### src/rtl/sar_multiphase_clock_gen.sv
`default_nettype none
// ============================================================================
// Module   : sar_multiphase_clock_gen
// Purpose  : NCH-phase, non-overlapping round-robin sample clocks with
//            per-channel conversion strobes and frame sync for an interleaved SAR.
// Revision : 1.0
// ============================================================================
module sar_multiphase_clock_gen #(
  parameter int NCH        = 4,
  parameter int CNT_W      = 8,
  parameter int DEF_PERIOD = 10,
  parameter int DEF_HIGH   = 1
) (
  input  logic             clk,
  input  logic             rst,
  input  logic             clk_en,
  input  logic [CNT_W-1:0] period,
  input  logic [CNT_W-1:0] high_cyc,
  output logic [NCH-1:0]   clk_samp,
  output logic [NCH-1:0]   conv_start,
  output logic             frame_sync,
  output logic             cfg_err
);

  localparam int CH_W = (NCH > 1) ? $clog2(NCH) : 1;
  localparam logic [CH_W-1:0] C_LAST_CH = CH_W'(NCH - 1);

  typedef enum logic [1:0] {
    S_IDLE = 2'd0,
    S_RUN  = 2'd1,
    S_HOLD = 2'd2
  } state_t;

  state_t           state_q, state_d;
  logic [CNT_W-1:0] cnt_q, cnt_d;
  logic [CH_W-1:0]  ch_q, ch_d;
  logic [CNT_W-1:0] per_q, per_d;
  logic [CNT_W-1:0] hi_q, hi_d;
  logic             err_d;
  logic [NCH-1:0]   samp_d, conv_d;
  logic             fs_d;

  logic [CNT_W-1:0] eff_per, eff_hi;
  logic             eff_err;
  logic             adv, load;
  logic [NCH-1:0]   onehot;

  // Live-input clamp; only captured into the shadow on a load.
  always_comb begin
    eff_per = (period < CNT_W'(2)) ? CNT_W'(2) : period;
    if (high_cyc == '0)
      eff_hi = CNT_W'(1);
    else if (high_cyc > eff_per - CNT_W'(1))
      eff_hi = eff_per - CNT_W'(1);
    else
      eff_hi = high_cyc;
    eff_err = (period < CNT_W'(2)) || (eff_hi != high_cyc);
  end

  always_comb begin
    state_d = state_q;
    cnt_d   = cnt_q;
    ch_d    = ch_q;
    per_d   = per_q;
    hi_d    = hi_q;
    err_d   = cfg_err;
    adv     = 1'b0;
    load    = 1'b0;
    case (state_q)
      S_IDLE: begin
        load = 1'b1;
        if (clk_en) begin
          state_d = S_RUN;
          cnt_d   = '0;
          ch_d    = '0;
          adv     = 1'b1;
        end
      end
      default: begin
        if (clk_en) begin
          state_d = S_RUN;
          adv     = 1'b1;
          if (cnt_q == per_q - CNT_W'(1)) begin
            cnt_d = '0;
            if (ch_q == C_LAST_CH) begin
              ch_d = '0;
              load = 1'b1;
            end else begin
              ch_d = ch_q + CH_W'(1);
            end
          end else begin
            cnt_d = cnt_q + CNT_W'(1);
          end
        end else begin
          state_d = S_HOLD;
        end
      end
    endcase
    if (load) begin
      per_d = eff_per;
      hi_d  = eff_hi;
      err_d = eff_err;
    end

    // Outputs are decoded from next-state values so they stay fully registered;
    // in HOLD cnt/ch/hi are unchanged, so clk_samp keeps its level.
    onehot = NCH'(1) << ch_d;
    samp_d = ((state_d != S_IDLE) && (cnt_d < hi_d)) ? onehot : '0;
    conv_d = (adv && (cnt_d == hi_d)) ? onehot : '0;
    fs_d   = adv && (cnt_d == '0) && (ch_d == '0);
  end

  always_ff @(posedge clk or negedge rst) begin
    if (!rst) begin
      state_q    <= S_IDLE;
      cnt_q      <= '0;
      ch_q       <= '0;
      per_q      <= CNT_W'(DEF_PERIOD);
      hi_q       <= CNT_W'(DEF_HIGH);
      cfg_err    <= 1'b0;
      clk_samp   <= '0;
      conv_start <= '0;
      frame_sync <= 1'b0;
    end else begin
      state_q    <= state_d;
      cnt_q      <= cnt_d;
      ch_q       <= ch_d;
      per_q      <= per_d;
      hi_q       <= hi_d;
      cfg_err    <= err_d;
      clk_samp   <= samp_d;
      conv_start <= conv_d;
      frame_sync <= fs_d;
    end
  end

endmodule
`default_nettype wire
### config.mk
export PLATFORM = sky130hd
export DESIGN_NAME = sar_multiphase_clock_gen
export DESIGN_NICKNAME = d
export VERILOG_FILES = /design/src/rtl/sar_multiphase_clock_gen.sv
export SDC_FILE = /design/constraint.sdc
export NUM_CORES = 1
export LEC_CHECK = 0
export CORE_AREA = 2 2 90 92
export DETAILED_ROUTE_END_ITERATION = 10
export DIE_AREA = 0 0 92 94
export GPL_ROUTABILITY_DRIVEN = 0
export PLACE_DENSITY = 0.64
export SLEW_MARGIN = 20
export SYNTH_ARGS = -nofsm -noshare
export SYNTH_HDL_FRONTEND = slang
export SYNTH_SLANG_ARGS = --single-unit
### constraint.sdc
create_clock -name clk -period 3.7 [get_ports clk]
set_input_delay 0.74 -clock clk [delete_from_list [all_inputs] [get_ports clk]]
set_output_delay 0.74 -clock clk [all_outputs]
set_load 0.005 [all_outputs]
== Word level (Yosys, flattened, before mapping) ==
Index checks and enable logic that the tools add are counted.

* Bits of input ports: 19
* Flip-flop bits (word level): 38
* Output and inout port bits: 10

* $add $sub $neg: 4
* Magnitude comparators: 3
* Reductions and logical operators: 10
* Shifts and indexed selects: 1
* Muxes and demuxes: 23
* Equality and inequality tests: 4

{| class="wikitable"
|+ Operator list
! cell !! number
|-
| 8-bit 2-to-1 mux || 8
|-
| 8-bit equality test || 2
|-
| 8-bit logical NOT || 2
|-
| 2-bit 2-to-1 mux || 8
|-
| 8-bit by 1-bit subtractor with 8-bit output, second input constant || 2
|-
| 8-bit by 1-bit adder with 8-bit output, second input constant || 1
|-
| 8-bit greater-than comparator || 1
|-
| 8-bit by 2-bit < comparator with 1-bit output, second input constant || 1
|-
| 8-bit < comparator || 1
|-
| 4-bit 2-to-1 mux || 2
|-
| 8-bit inequality test || 1
|-
| 1-bit 2-to-1 mux || 5
|-
| 1-bit logical AND || 4
|-
| 2-bit logical NOT || 2
|-
| 1-bit by 2-bit left shift with 4-bit output, first input constant || 1
|-
| 2-bit by 1-bit adder with 2-bit output, second input constant || 1
|-
| 2-bit equality test, second input constant || 1
|-
| 2-bit nonzero test || 1
|-
| 1-bit logical OR || 1
|}

== Logic depth before layout (Yosys ltp) ==
Gate-level depths: netlist of the first run.

* Depth in word-level cells: 10
* Gate-level depth with buffers: 20

== Worst setup path after synthesis of the first run ==
Ideal clock, no wire load.

* Path type: input -> register
* Start point: input period[2]
* End point: register clk_samp[2]
* Arrival: 4286 ps
* Data required time: 3559 ps
* Path buffers: 1
* Slack: -727 ps
* Cell stages on the path: 19
* Cells stage by stage: buf_2 -> nor4_4 -> nand2b_2 -> nor2_1 -> mux2i_1 -> ha_1 -> nand4_1 -> o21bai_1 -> a21oi_2 -> mux2_2 -> o31a_1 -> ha_1 -> nor2b_1 -> o21a_1 -> o21ai_0 -> a21oi_1 -> nor2_1 -> o21ai_0 -> a211oi_1

* Word-level cells in the longest chain between the ends: 10

{| class="wikitable"
|+ Ends and longest elaborated chain
! what !! RTL line !! RTL
|-
| start, declared || 17 || <nowiki>input logic [CNT_W-1:0] period,</nowiki>
|-
| 8-bit by 2-bit < comparator with 1-bit output || 50 || <nowiki>eff_per = (period < CNT_W'(2)) ? CNT_W'(2) : period;</nowiki>
|-
| 8-bit 2-to-1 mux * || 50 ||
|-
| 8-bit by 1-bit subtractor with 8-bit output * || 53, 54 ||
|-
| 8-bit greater-than comparator || 53 || <nowiki>else if (high_cyc > eff_per - CNT_W'(1))</nowiki>
|-
| 8-bit 2-to-1 mux * || 53 ||
|-
| 8-bit 2-to-1 mux * || 51 || <nowiki>if (high_cyc == '0)</nowiki>
|-
| 8-bit 2-to-1 mux * || 99 || <nowiki>if (load) begin</nowiki>
|-
| named net hi_d[0] || 38 || <nowiki>logic [CNT_W-1:0] hi_q, hi_d;</nowiki>
|-
| 8-bit < comparator * || 108 || <nowiki>samp_d = ((state_d != S_IDLE) && (cnt_d < hi_d)) ? onehot : '0;</nowiki>
|-
| 1-bit logical AND * || 108 ||
|-
| 4-bit 2-to-1 mux * || 108 ||
|-
| named net samp_d[2] || 40 || <nowiki>logic [NCH-1:0] samp_d, conv_d;</nowiki>
|-
| end signal, assigned || 131 || <nowiki>clk_samp <= samp_d;</nowiki>
|-
| end, declared || 19 || <nowiki>output logic [NCH-1:0] clk_samp,</nowiki>
|}

The timed path passes the listed nets; every way through them passes the cells marked *.
A chain may end at the register's enable or synchronous reset.

== Final worst setup path of the first run ==
* Start point: input period[0]
* End point: register clk_samp[2]

The elaborated chain is that of the path after synthesis.

==> run_results.csv, run 1 <==
group,metric,value,unit
drt,number_of_vias_in_the_routed_layout,2906,
place,placed_cells_incl_taps,489,
global_route,grt_util_met1,24.42,%
timing,final_hold_viol_count,0,
drt,wl_per_cell,15.76,µm
global_route,grt_first_pass_wirelength,13370,µm
global_route,global_route.usage.met2,33.58,%
logic_synthesis,synthFlopType,"dfrtp_1",
critical_path,rr_worst_depth,18,
die,floorplan.die.width,92,µm
flow_run,drv_cap,0,
critical_path,critical_path_arrival,4.26,ns
timing,finClkSkew,0.01083,ns
layout,final_layout_size_suffix_gt1_share,34.47,%
outcome,failed_checks,"setup timing",
power_and_ir_drop,power_density,394.2,mW/mm²
die,die_height,94,µm
drt,finalWirelength,8101,µm
logic_synthesis,synth.yosys.warnings,0,
global_route,globalRouteMet3Util,2.006,%
layout,layout_common_cells,"buf_4, dfrtp_1, nand2_1, nor2_1, clkdlybuf4s50_1",
place,detailedPlace.worstSlack,-0.9674,ns
die,core_footprint,0.007607,mm²
cts,tritoncts.num_buffers,5,
timing,setup_viol,8,
outcome,outcome,"finished with violations",
critical_path,critical-path-slowest-cell,"nor4_4",
drt,drtIter0Drc,146,
die,dieArea,0.008648,mm²
critical_path,timing.critical_path.slowest_cell_delay,0.34,ns
critical_path,critPathLaunchType,"primary input",
power_and_ir_drop,power.static_leakage,1.747,nW
power_and_ir_drop,clk_network_pwr_share,22.0,%
logic_synthesis,synth.lib_cells_used.distinct,67,
timing,fin_crit_sh,110.8,%
timing,rsz0062_at_grt,"yes",
global_route,antenna_found_initial,0,
die,io_pins,29,
logic_synthesis,synth_enable_flop_cells,0,
critical_path,critical_path.endpoint_type,"flop",
logic_synthesis,synth_nets,364,
timing,timing.final.crit_period,4.101,ns
layout,antennaDiodeCount,0,
power_and_ir_drop,power_frac_comb,44.2,%
cts,cts.root.buffer_cell,"clkbuf_8",
critical_path,worst-path-max-fanout,5,
logic_synthesis,yosys_register_bits,38,
layout,core_util_final,54.77,%
min_path,holdCritPathClass,"flop to flop",
timing,report.final.slew_viol_count,0,
global_route,track_usage,19.25,%
cts,cts_max_level,2,
die,initial_utilization,39.65,%
timing,layout_setup_ws,-0.4009,ns
drt,drt_drc_violations_left,0,
critical_path,endpoint,"clk_samp[2]",
power_and_ir_drop,worst_vdd_ir,0.1893,mV
logic_synthesis,synth_async_sr_flop_share,100.0,%
drt,via_per_inst,5.654,
critical_path,r2r_end,"clk_samp[2]",
drt,postRouteAntennaNets,0,
critical_path,path_cells,"buf_8 -> nor4_4 -> nand2b_4 -> nor3_4 -> a21oi_2 -> ha_1 -> a21o_1 -> a21o_1 -> a21oi_2 -> a21oi_4 -> buf_6 -> mux2_4 -> o31a_1 -> ha_4 -> nor2b_4 -> o21a_1 -> o21ai_1 -> a21oi_1 -> nor2_1 -> o21ai_2 -> a211oi_2",
timing,max_freq,243.8,MHz
logic_synthesis,avgSynthCellArea,9.254,µm²
timing,tightestPinTransition,0.8603,ns
layout,layout.cells.most_common,"buf_4",
logic_synthesis,netlist_instances,326,
critical_path,timing_worst_setup_path_type,"primary input to flop",
power_and_ir_drop,proportion_of_power_drawn_by_flip_flops_and_latches,33.8,%
cts,clk-insertion-delay-late,0.29,ns
power_and_ir_drop,p_int,1.048,mW
critical_path,required_time_at_the_worst_slack_endpoint,3.86,ns
place,io_buffer_count,28,
timing,tns,-2.345,ns
drt,firstDrtPassIters,4,
global_route,busiest_layer,"met2",
cts,clock_tree_from_tritoncts,"built",
cts,tritoncts_num_sinks,38,
layout,area_grow_syn2layout,38.12,%
die,std_cell_rows,32,
layout,num-nets-final,449,
min_path,min_path_cells,2,
critical_path,ff2ff_setup_slack,-0.07,ns
power_and_ir_drop,p_switching,0.5944,mW
global_route,grt_pass1_vias,2840,
cts,clk_path_buf_depth,2,
timing,worst_slew_margin_rel,42.65,%
cts,clkSlewWorstSetupHoldPaths,0.08,ns
critical_path,setup.worst_path.start,"period[0]",
power_and_ir_drop,sw_frac_of_total,36.20,%
layout,stdcell_count,514,
logic_synthesis,post_synth_instance_area,0.003017,mm²
critical_path,worstReg2RegStart,"per_q[1]",
place,hpwl,6183,µm
power_and_ir_drop,total_power,1.642,mW
logic_synthesis,synth_seq_area_share,31.65,%
global_route,globalRouteOverflowTotal,0,
global_route,grt_max_degree,39,
==> per-layer routing <==
layer / vias up / wire, µm
met2: 71 / 4102
met1: 1429 / 3511
met5: - / 0
met4: 0 / 159
li1: 1391 / -
met3: 15 / 328
==> area by class of cell <==
type	instances	area [µm²]
multi-input combinational	256	2118
timing repair buffer	96	799.5
fill	697	3441
clock buffer	5	68.82
clock inverter	3	45.04
tap	102	127.6
sequential	38	954.7
inverter	14	52.55
==> per-stage QoR <==
step,hold WS [ns],instance area [µm²]
after floorplan,0.4425,3088
after global placement,0.4538,3755
after detailed placement,0.4618,3755
after CTS,0.4815,4021
after global routing,0.5099,4167
final,0.4801,4167
==> cells by family (layout without fill, tap and decap cells) <==
kind of cell	Yosys count	in the layout	synth area share, %
buf+inv	32	118	5.350
flops	38	38	31.65
fa+ha+maj	19	19	7.881
xor+xnor	12	12	3.982
compound gates	93	93	23.27
mux	20	20	7.549
simple gates	112	112	20.32
==> flip-flops by register name (all words and copies together) (netlist names) <==
register / cells
conv_start: 4
per_q: 8
hi_q: 8
state_q: 2
frame_sync: 1
clk_samp: 4
ch_q: 2
cnt_q: 8
cfg_err: 1
==> power by group through the flow <==
stage               registers [mW]  clock network [mW]  logic [mW]
global route                 0.565               0.387       0.795
CTS                          0.554               0.368       0.684
detailed placement           0.563                   0       0.642
floorplan                    0.525                   0       0.452
finish                       0.555               0.361       0.726
global placement             0.561                   0       0.627
==> Yosys cell counts (all sizes together) (2+ instances only) <==
library cell | n | area, µm²
or3 | 3 | 18.77
nor2b | 4 | 25.02
nand4b | 3 | 26.28
nand2 | 23 | 86.33
mux2 | 10 | 127.6
o21a | 3 | 22.52
a21boi | 2 | 15.02
a21o | 2 | 15.01
xor2 | 5 | 43.79
o31ai | 6 | 45.04
dfrtp | 35 | 875.8
a21oi | 17 | 100.1
clkbuf | 6 | 23.77
and3 | 3 | 23.77
mux2i | 10 | 100.1
o21ai | 23 | 126.4
nand3b | 3 | 22.52
and2 | 2 | 12.51
a31oi | 3 | 18.77
nand3 | 10 | 60.06
a2111oi | 4 | 60.06
ha | 19 | 237.7
o31a | 8 | 70.07
nand2b | 8 | 52.55
nand4 | 7 | 43.79
o211ai | 3 | 22.52
a211oi | 6 | 45.04
nor4 | 5 | 46.29
nor2 | 23 | 86.33
nor3 | 12 | 60.06
dfstp | 3 | 78.83
o2bb2ai | 7 | 61.31
inv | 13 | 48.80
xnor2 | 7 | 76.32
buf | 12 | 85.08
or4 | 3 | 26.27
==> worst min-delay path by stage <==
| stage | slack, ns | start | endpoint |
|---|---|---|---|
| finish | 0.48 | hi_q[6] | hi_q[6] |
| detailed placement | 0.46 | hi_q[7] | hi_q[7] |
| CTS | 0.48 | hi_q[7] | hi_q[7] |
| global route | 0.51 | hi_q[3] | hi_q[3] |
| global placement | 0.45 | hi_q[3] | hi_q[3] |
| floorplan | 0.44 | rst | cfg_err |
==> worst max-delay path, delay by kind of cell <==
kind / cells / cell delay [ns]
fa+ha+maj: 2 / 0.48
mux: 1 / 0.29
compound gates: 11 / 1.74
simple gates: 5 / 0.77
buf+inv: 2 / 0.22
==> what timing repair did <==
action | CTS | global route
buffers inserted | 10 | 7
gates resized for setup | 48 | 24
hold endpoints to repair | 0 | 0
hold buffers | 0 | 0
pin swaps | 20 | 22
endpoints found under the setup margin | 8 | 8
No activity file was read; power rests on OpenSTA's default activity.
==> run 2, diff against run 1 <==
GPL_ROUTABILITY_DRIVEN = not set   (was 0)
GPL_TIMING_DRIVEN = 1   (was not set)
==> results of run 2 <==
Final layout, timing and power as in run 1 (identical DEF).
